File: config.mk
export PLATFORM = sky130hd
export DESIGN_NAME = cpu_trace_capture
export DESIGN_NICKNAME = d
export VERILOG_FILES = /design/src/rtl/cpu_trace_capture.sv
export SDC_FILE = /design/constraint.sdc
export NUM_CORES = 1
export LEC_CHECK = 0
export ABC_AREA = 1
export CAP_MARGIN = 20
export CORE_MARGIN = 3
export CORE_UTILIZATION = 38
export CTS_BUF_LIST = sky130_fd_sc_hd__clkbuf_16
export DETAILED_ROUTE_END_ITERATION = 7
export GPL_TIMING_DRIVEN = 1
export PLACE_DENSITY = 0.66
export RECOVER_POWER = 100
export SLEW_MARGIN = 10
export SYNTH_ARGS = -nofsm -noshare
export SYNTH_HDL_FRONTEND = slang
export SYNTH_SLANG_ARGS = --single-unit
File: constraint.sdc
create_clock -name clk -period 12.9 [get_ports clk]
set_clock_uncertainty 0.1 [all_clocks]
set_input_delay 1.29 -clock clk [delete_from_list [all_inputs] [get_ports clk]]
set_output_delay 1.29 -clock clk [all_outputs]
set_load 0.05 [all_outputs]
File: src/rtl/cpu_trace_capture.sv
// rtl/cpu_trace_capture.sv - circular trace buffer for PC/Instr/Result with PC-match trigger
module cpu_trace_capture #(
  parameter int W     = 32,
  parameter int DEPTH = 16,
  parameter int POST  = 8
) (
  input  logic                     clk,
  input  logic                     reset,
  input  logic                     arm,
  input  logic                     sample_valid,
  input  logic [W-1:0]             pc_in,
  input  logic [W-1:0]             instr_in,
  input  logic [W-1:0]             result_in,
  input  logic [W-1:0]             trig_pc,
  input  logic                     trig_pc_en,
  input  logic                     force_trig,
  input  logic [$clog2(DEPTH)-1:0] rd_idx,
  input  logic [1:0]               rd_sel,
  output logic [W-1:0]             rd_data,
  output logic                     busy,
  output logic                     done,
  output logic [$clog2(DEPTH):0]   count,
  output logic [$clog2(DEPTH):0]   trig_pos
);

  localparam int AW = $clog2(DEPTH);
  localparam int CW = AW + 1;

  typedef enum logic [1:0] {S_IDLE, S_ARMED, S_CAPTURE, S_DONE} state_e;

  state_e          state_q, state_d;
  logic [AW-1:0]   wr_ptr_q, wr_ptr_d;
  logic [CW-1:0]   count_q, count_d;
  logic [CW-1:0]   trig_pos_q, trig_pos_d;
  logic [CW-1:0]   remaining_q, remaining_d;
  logic            busy_q, busy_d;
  logic            done_q, done_d;
  logic [W-1:0]    rd_data_q, rd_data_d;

  logic [W-1:0]    pc_mem    [DEPTH];
  logic [W-1:0]    instr_mem [DEPTH];
  logic [W-1:0]    res_mem   [DEPTH];

  logic            trigger;
  logic            store;
  logic [CW-1:0]   count_inc;
  logic [AW-1:0]   rd_addr;

  assign trigger   = sample_valid & (force_trig | (trig_pc_en & (pc_in == trig_pc)));
  // arm discards a coincident sample, so it also blocks the store
  assign store     = sample_valid & ~arm & ((state_q == S_ARMED) | (state_q == S_CAPTURE));
  assign count_inc = (count_q == CW'(DEPTH)) ? count_q : count_q + CW'(1);

  always_ff @(posedge clk) begin
    if (reset) state_q <= S_IDLE;
    else       state_q <= state_d;
  end

  always_comb begin
    state_d = state_q;
    if (arm) begin
      state_d = S_ARMED;
    end else begin
      case (state_q)
        S_ARMED:   if (trigger) state_d = (POST == 1) ? S_DONE : S_CAPTURE;
        S_CAPTURE: if (sample_valid && remaining_q == CW'(1)) state_d = S_DONE;
        default:   state_d = state_q;
      endcase
    end
  end

  always_comb begin
    busy_d = (state_d == S_ARMED) || (state_d == S_CAPTURE);
    done_d = (state_d == S_DONE);
  end

  always_comb begin
    wr_ptr_d    = wr_ptr_q;
    count_d     = count_q;
    trig_pos_d  = trig_pos_q;
    remaining_d = remaining_q;
    if (arm) begin
      wr_ptr_d   = '0;
      count_d    = '0;
      trig_pos_d = '0;
    end else if (store) begin
      wr_ptr_d    = wr_ptr_q + AW'(1);
      count_d     = count_inc;
      remaining_d = (state_q == S_ARMED) ? CW'(POST - 1) : remaining_q - CW'(1);
      if (state_d == S_DONE) trig_pos_d = count_inc - CW'(POST);
    end
  end

  // Oldest sample sits count entries behind the write pointer
  always_comb begin
    rd_addr   = wr_ptr_q - count_q[AW-1:0] + rd_idx;
    rd_data_d = '0;
    if ({1'b0, rd_idx} < count_q) begin
      case (rd_sel)
        2'b00:   rd_data_d = pc_mem[rd_addr];
        2'b01:   rd_data_d = instr_mem[rd_addr];
        2'b10:   rd_data_d = res_mem[rd_addr];
        default: rd_data_d = '0;
      endcase
    end
  end

  always_ff @(posedge clk) begin
    if (store) begin
      pc_mem[wr_ptr_q]    <= pc_in;
      instr_mem[wr_ptr_q] <= instr_in;
      res_mem[wr_ptr_q]   <= result_in;
    end
  end

  always_ff @(posedge clk) begin
    if (reset) begin
      wr_ptr_q    <= '0;
      count_q     <= '0;
      trig_pos_q  <= '0;
      remaining_q <= '0;
      busy_q      <= 1'b0;
      done_q      <= 1'b0;
      rd_data_q   <= '0;
    end else begin
      wr_ptr_q    <= wr_ptr_d;
      count_q     <= count_d;
      trig_pos_q  <= trig_pos_d;
      remaining_q <= remaining_d;
      busy_q      <= busy_d;
      done_q      <= done_d;
      rd_data_q   <= rd_data_d;
    end
  end

  assign rd_data  = rd_data_q;
  assign busy     = busy_q;
  assign done     = done_q;
  assign count    = count_q;
  assign trig_pos = trig_pos_q;

endmodule

* Yosys cells after proc, flatten, opt, wreduce, memory -nomap -nowiden
Memory sizes are Yosys's and may differ from the RTL's.
Cells that the tools add are included.
** Operators by class
- Add/sub/neg operators :: 6
- Order comparisons :: 1
- Eq/ne operators :: 10
- Mux-type cells :: 9
- Bitwise operators :: 8
- Reduce and logical (&&, ||, !) cells :: 7
** Operator list (count)
- 32-bit case mux with 3 select lines :: 1
- 32-bit equality test :: 1
- 5-bit 2-to-1 mux :: 2
- 2-bit equality test, second input constant :: 4
- 2-bit by 1-bit equality test with 1-bit output, second input constant :: 3
- 2-bit 2-to-1 mux :: 3
- 5-bit by 1-bit adder with 5-bit output, second input constant :: 1
- 5-bit by 1-bit equality test with 1-bit output, second input constant :: 1
- 5-bit equality test, second input constant :: 1
- 4-bit by 5-bit less-than comparator with 1-bit output :: 1
- 5-bit by 1-bit subtractor with 5-bit output, second input constant :: 1
- 5-bit by 4-bit subtractor with 5-bit output, second input constant :: 1
- 4-bit by 1-bit adder with 4-bit output, second input constant :: 1
- 4-bit adder :: 1
- 1-bit bitwise AND :: 4
- 2-bit case mux with 2 select lines :: 1
- 2-bit AND reduction :: 2
- 2-bit OR reduction :: 2
- 4-bit subtractor :: 1
- 2-bit zero test :: 1
- 1-bit 2-to-1 mux :: 2
- 1-bit NOT :: 2
- 1-bit OR :: 2
- 1-bit logical AND :: 1
- 1-bit logical OR :: 1
** Storage, ports and cells
- Register bits :: 55
- Memory bits (writable) :: 1536
- Bits of input ports :: 140
- Output and inout bits :: 44
- Word-level logic and storage cells :: 52
- Memories kept :: 3
** Memory list
- instr_mem :: words 16, width 32, read ports 1, clocked after Yosys merged registers in 0, write ports 1, RTL line 41 : logic [W-1:0] instr_mem [DEPTH];
- pc_mem :: words 16, width 32, read ports 1, clocked after Yosys merged registers in 0, write ports 1, RTL line 40 : logic [W-1:0] pc_mem [DEPTH];
- res_mem :: words 16, width 32, read ports 1, clocked after Yosys merged registers in 0, write ports 1, RTL line 42 : logic [W-1:0] res_mem [DEPTH];

* Logic depth before layout (Yosys ltp)
- Depth in word-level cells :: 9
- Mapped depth :: 22
- Depth with buffers taken out :: 22

* Least setup slack after synthesis
OpenSTA, ideal clock, no wires.
- Path type :: input to register
- Start :: input port arm
- End :: memory instr_mem[0][0], enable pin
- Library setup time :: 0.552 ns
- Arrival :: 6.006 ns
- Required time :: 12.248 ns
- Setup slack :: 6.242 ns
- Stages :: 6
- Path buffers :: 1
- Cells stage by stage :: inv_1 > nand3_1 > inv_1 > clkbuf_1 > nand2_1 > nor2_1
** Between the ends
- Cells in the longest elaborated chain, start to end :: 5
** RTL lines
- from (decl) :: RTL line 9 : input logic arm,
- 1-bit NOT (no line)
- 1-bit bitwise AND (2 in series) :: RTL line 51 : assign store = sample_valid & ~arm & ((state_q == S_ARMED) | (state_q == S_CAPTURE));
- 1-bit 2-to-1 mux :: RTL line 109 : if (store) begin
- 1-bit 2-to-1 mux (not written as such) :: RTL line 111 : instr_mem[wr_ptr_q] <= instr_in;
- to (decl) :: RTL line 41
No other way between the ends.

* Final worst setup path
- Start :: input port sample_valid
- End :: memory res_mem[15][12], enable pin
** Between the ends
- Cells in the longest elaborated chain, start to end :: 4
** RTL lines
- from (decl) :: RTL line 10 : input logic sample_valid,
- 1-bit bitwise AND (2 in series) :: RTL line 51
- 1-bit 2-to-1 mux :: RTL line 109
- 1-bit 2-to-1 mux (not written as such) :: RTL line 112 : res_mem[wr_ptr_q] <= result_in;
- to (decl) :: RTL line 42
No other way between the ends.

==> impl_metrics.toml <==
[route]
wirelength_mm = 176
drt_iter0_markers = 4706
vias_per_cell = 5.44
drc_errors = 0
vias = 41300
ant_nets = 0
dr.pass1.iters = 5
avgRoutedWirePerCell_um = 23.2

[worst_setup_path]
r2r-end = "res_mem[15][12]$_DFFE_PP_"
required_ns = 12.91
critPathMaxFanout = 96
crit_end = "res_mem[15][12]$_DFFE_PP_"
timing.rr.start = "state_q[0]$_SDFF_PP0_"
r2r_slack_ns = 3.98
cp-startpoint = "sample_valid"
arrival_ns = 9.17
crit_path_end_kind = "register"
rr_worst_depth = 8
critPathKind = "input port to register"
critPathLaunchType = "input port"

[flow_run]
max-cap-violations = 18

[synthesis]
syn_area_per_cell_sq_um = 12.2
synthesis.nets = 5340
yosysTopAreaCellShare = 0.727
syn_inst = 5178
seq_area_frac_synth = 0.745
synth-seq-cells = 1591
synth.distinct_cells = 33
yosys_warnings = 0
synthTopCellsByArea = "edfxtp_1 (73%), nand2_1 (8.8%), nand3_1 (6.3%)"
yosysTopAreaCell = "edfxtp_1"
synthesis.area_sq_um = 63400

[die]
pin_count = 184
row_count = 149
initial_utilization = 0.383
die_x_um = 414
die_y_um = 414
core_sq_um = 165000
fp.dieArea_sq_um = 172000

[power_and_ir_drop]
leakagePower_nw = 24.9
seqPwrFrac = 0.495
power.share.switching = 0.258
switchingPower_mw = 2.98
combPwrFrac = 0.125
peakVddDrop_mv = 0.131
p_int_mw = 8.54
p_per_area_nw_per_um2 = 159
p_clk_frac = 0.380

[sta]
hold_viol = 0
setup_tns_ns = 0
period_share = 0.710
rsz0062_at_grt = "false"
max_slew_margin = -4.96
max_slew.worst_pin.slew_ns = 8.94
min_period_ns = 9.16
report.final.slew_viol_count = 892
fin_hold_ws_ns = 0.389
setup_viol = 0
fmax_mhz = 109

[grt]
grt_pass1_vias = 39700
antenna_found_initial = 60
grt_pass1_wl_mm = 259
grt_max_degree = 203
overflow = 0
grt_usage = 0.200

[layout]
fillers = 14800
multi_input_area_sq_um = 14500
fin_util = 0.437
area_growth_pct = 14.0
regArea_sq_um = 47200
finalNetCount = 5403
final_layout_size_suffix_gt1_frac = 0.0511

[status]
violations = "capacitance limit, slew limit"
status = "finished with violations"

[cts]
cts_made_buffers = 153
ctsLongestPathBuffers = 3
clock_latency_ns = 0.78
root_buffer = "clkbuf_16"
hold_buffers = 0
path_clk_slew_ns = 0.06
cts.sinks = 1591
postCtsResizedCells = 0
postCtsSetupBuffers = 0
h-tree-depth = 4
cts_tree = "built"

[place]
gp_congestion = 0.773
dp_hpwl_mm = 84.7
io_buffers = 183

[hold_path]
hp-class = "register to register"
-- registers in the layout (all words and copies together), names as in the netlist --
name         flops
trig_pos         5
wr_ptr_q         4
count            5
rd_data         32
pc_mem         512
res_mem        512
instr_mem      512
remaining_q      5
state_q          2
busy             1
done             1
-- metal layers --
layer	global-route usage	up-vias	wire length [um]
met5	0	-	126
met4	0.0769	20	6400
met3	0.0409	317	15400
met2	0.328	1875	84400
met1	0.262	20400	69400
li1	-	18700	-
-- cell usage after synthesis --
master / number
o31ai_1: 1
o22ai_1: 13
a21o_1: 1
o21ai_1: 23
clkbuf_1: 231
a31oi_1: 3
or2_2: 4
ha_1: 19
nand3_1: 793
edfxtp_1: 1536
o211ai_1: 1
xnor2_1: 10
a21oi_1: 449
dfxtp_1: 55
inv_1: 110
buf_6: 5
a221o_1: 62
nor3_1: 6
and3_1: 1
buf_4: 1
nor2_1: 80
fa_1: 3
xor2_2: 1
nand4_1: 6
xor2_1: 8
clkinv_1: 1
nand2_1: 1484
buf_1: 32
o21ai_0: 171
o21a_1: 1
buf_2: 65
inv_2: 1
a221oi_1: 1
-- layout make-up --
type / count / share of cell area
multi-input combinational: 3141 / 0.200
antenna: 36 / 0.00125
inverter: 112 / 0.00623
sequential: 1591 / 0.654
tap: 2189 / 0.0379
clock buffer: 156 / 0.0540
clock inverter: 125 / 0.0140
timing repair buffer: 242 / 0.0327
-- power by group through the flow --
stage / registers (mW) / logic (mW) / clock network, mW
after detailed placement: 5.81 / 1.44 / 0
final: 5.70 / 1.45 / 4.37
after global placement: 5.81 / 1.42 / 0
after CTS: 5.70 / 1.44 / 4.43
after floorplan: 5.84 / 0.849 / 0
after global routing: 5.70 / 1.57 / 4.64
-- layout by cell type (no fill, tap or decap), drive strengths merged, types with 6 or more instances in the layout --
| cell type | synthesis | final |
|---|---|---|
| a221o | 62 | 62 |
| xor2 | 9 | 9 |
| ha | 19 | 19 |
| nand2 | 1484 | 1484 |
| diode | 0 | 36 |
| dlygate4sd3 | 0 | 144 |
| clkinv | 1 | 61 |
| nand4 | 6 | 6 |
| buf | 103 | 45 |
| o21ai | 194 | 194 |
| clkbuf | 231 | 170 |
| a21oi | 449 | 449 |
| bufinv | 0 | 13 |
| inv | 111 | 159 |
| nand3 | 793 | 793 |
| edfxtp | 1536 | 1536 |
| dfxtp | 55 | 55 |
| clkdlybuf4s50 | 0 | 39 |
| xnor2 | 10 | 10 |
| nor2 | 80 | 80 |
| o22ai | 13 | 13 |
| nor3 | 6 | 6 |
-- worst min path at each step --
stage | start | slack, ns | cells past startpoint | end
floorplan | remaining_q[0]$_SDFFE_PP0P_ | 0.35 | 1 | remaining_q[0]$_SDFFE_PP0P_
global placement | remaining_q[0]$_SDFFE_PP0P_ | 0.37 | 1 | remaining_q[0]$_SDFFE_PP0P_
detailed placement | remaining_q[0]$_SDFFE_PP0P_ | 0.38 | 1 | remaining_q[0]$_SDFFE_PP0P_
CTS | remaining_q[0]$_SDFFE_PP0P_ | 0.39 | 1 | remaining_q[0]$_SDFFE_PP0P_
global route | remaining_q[0]$_SDFFE_PP0P_ | 0.40 | 1 | remaining_q[0]$_SDFFE_PP0P_
finish | remaining_q[0]$_SDFFE_PP0P_ | 0.39 | 1 | remaining_q[0]$_SDFFE_PP0P_
-- worst max-delay path, cell delays in order --
cell	delay (ns)
dlygate4sd3_1	0.60
nand3_1	0.44
nor2_1	0.29
inv_1	0.15
nor2_4	0.10
clkbuf_1	6.17
-- cell families (layout without fill, tap and decap cells) --
kind of cell,after synthesis,after routing,share of synthesized area
buf+inv,446,635,0.0283
flops,1591,1591,0.745
other cells,0,36,0
simple gates,2374,2374,0.157
xor+xnor,19,19,0.00274
fa+ha+maj,22,22,0.00470
compound gates,726,726,0.0627
-- through the flow --
step | power [mW] | setup slack [ns] | instance area [sq um] | std cells
after floorplan | 6.69 | 6.24 | 63400 | 5178
after global placement | 7.23 | 6.21 | 67400 | 7275
after detailed placement | 7.25 | 6.19 | 67400 | 7275
after CTS | 11.6 | 7.02 | 72300 | 7556
after global routing | 11.9 | 3.44 | 72200 | 7577
final | 11.5 | 3.74 | 72300 | 7592
No activity file was read; power rests on OpenSTA's default activity.
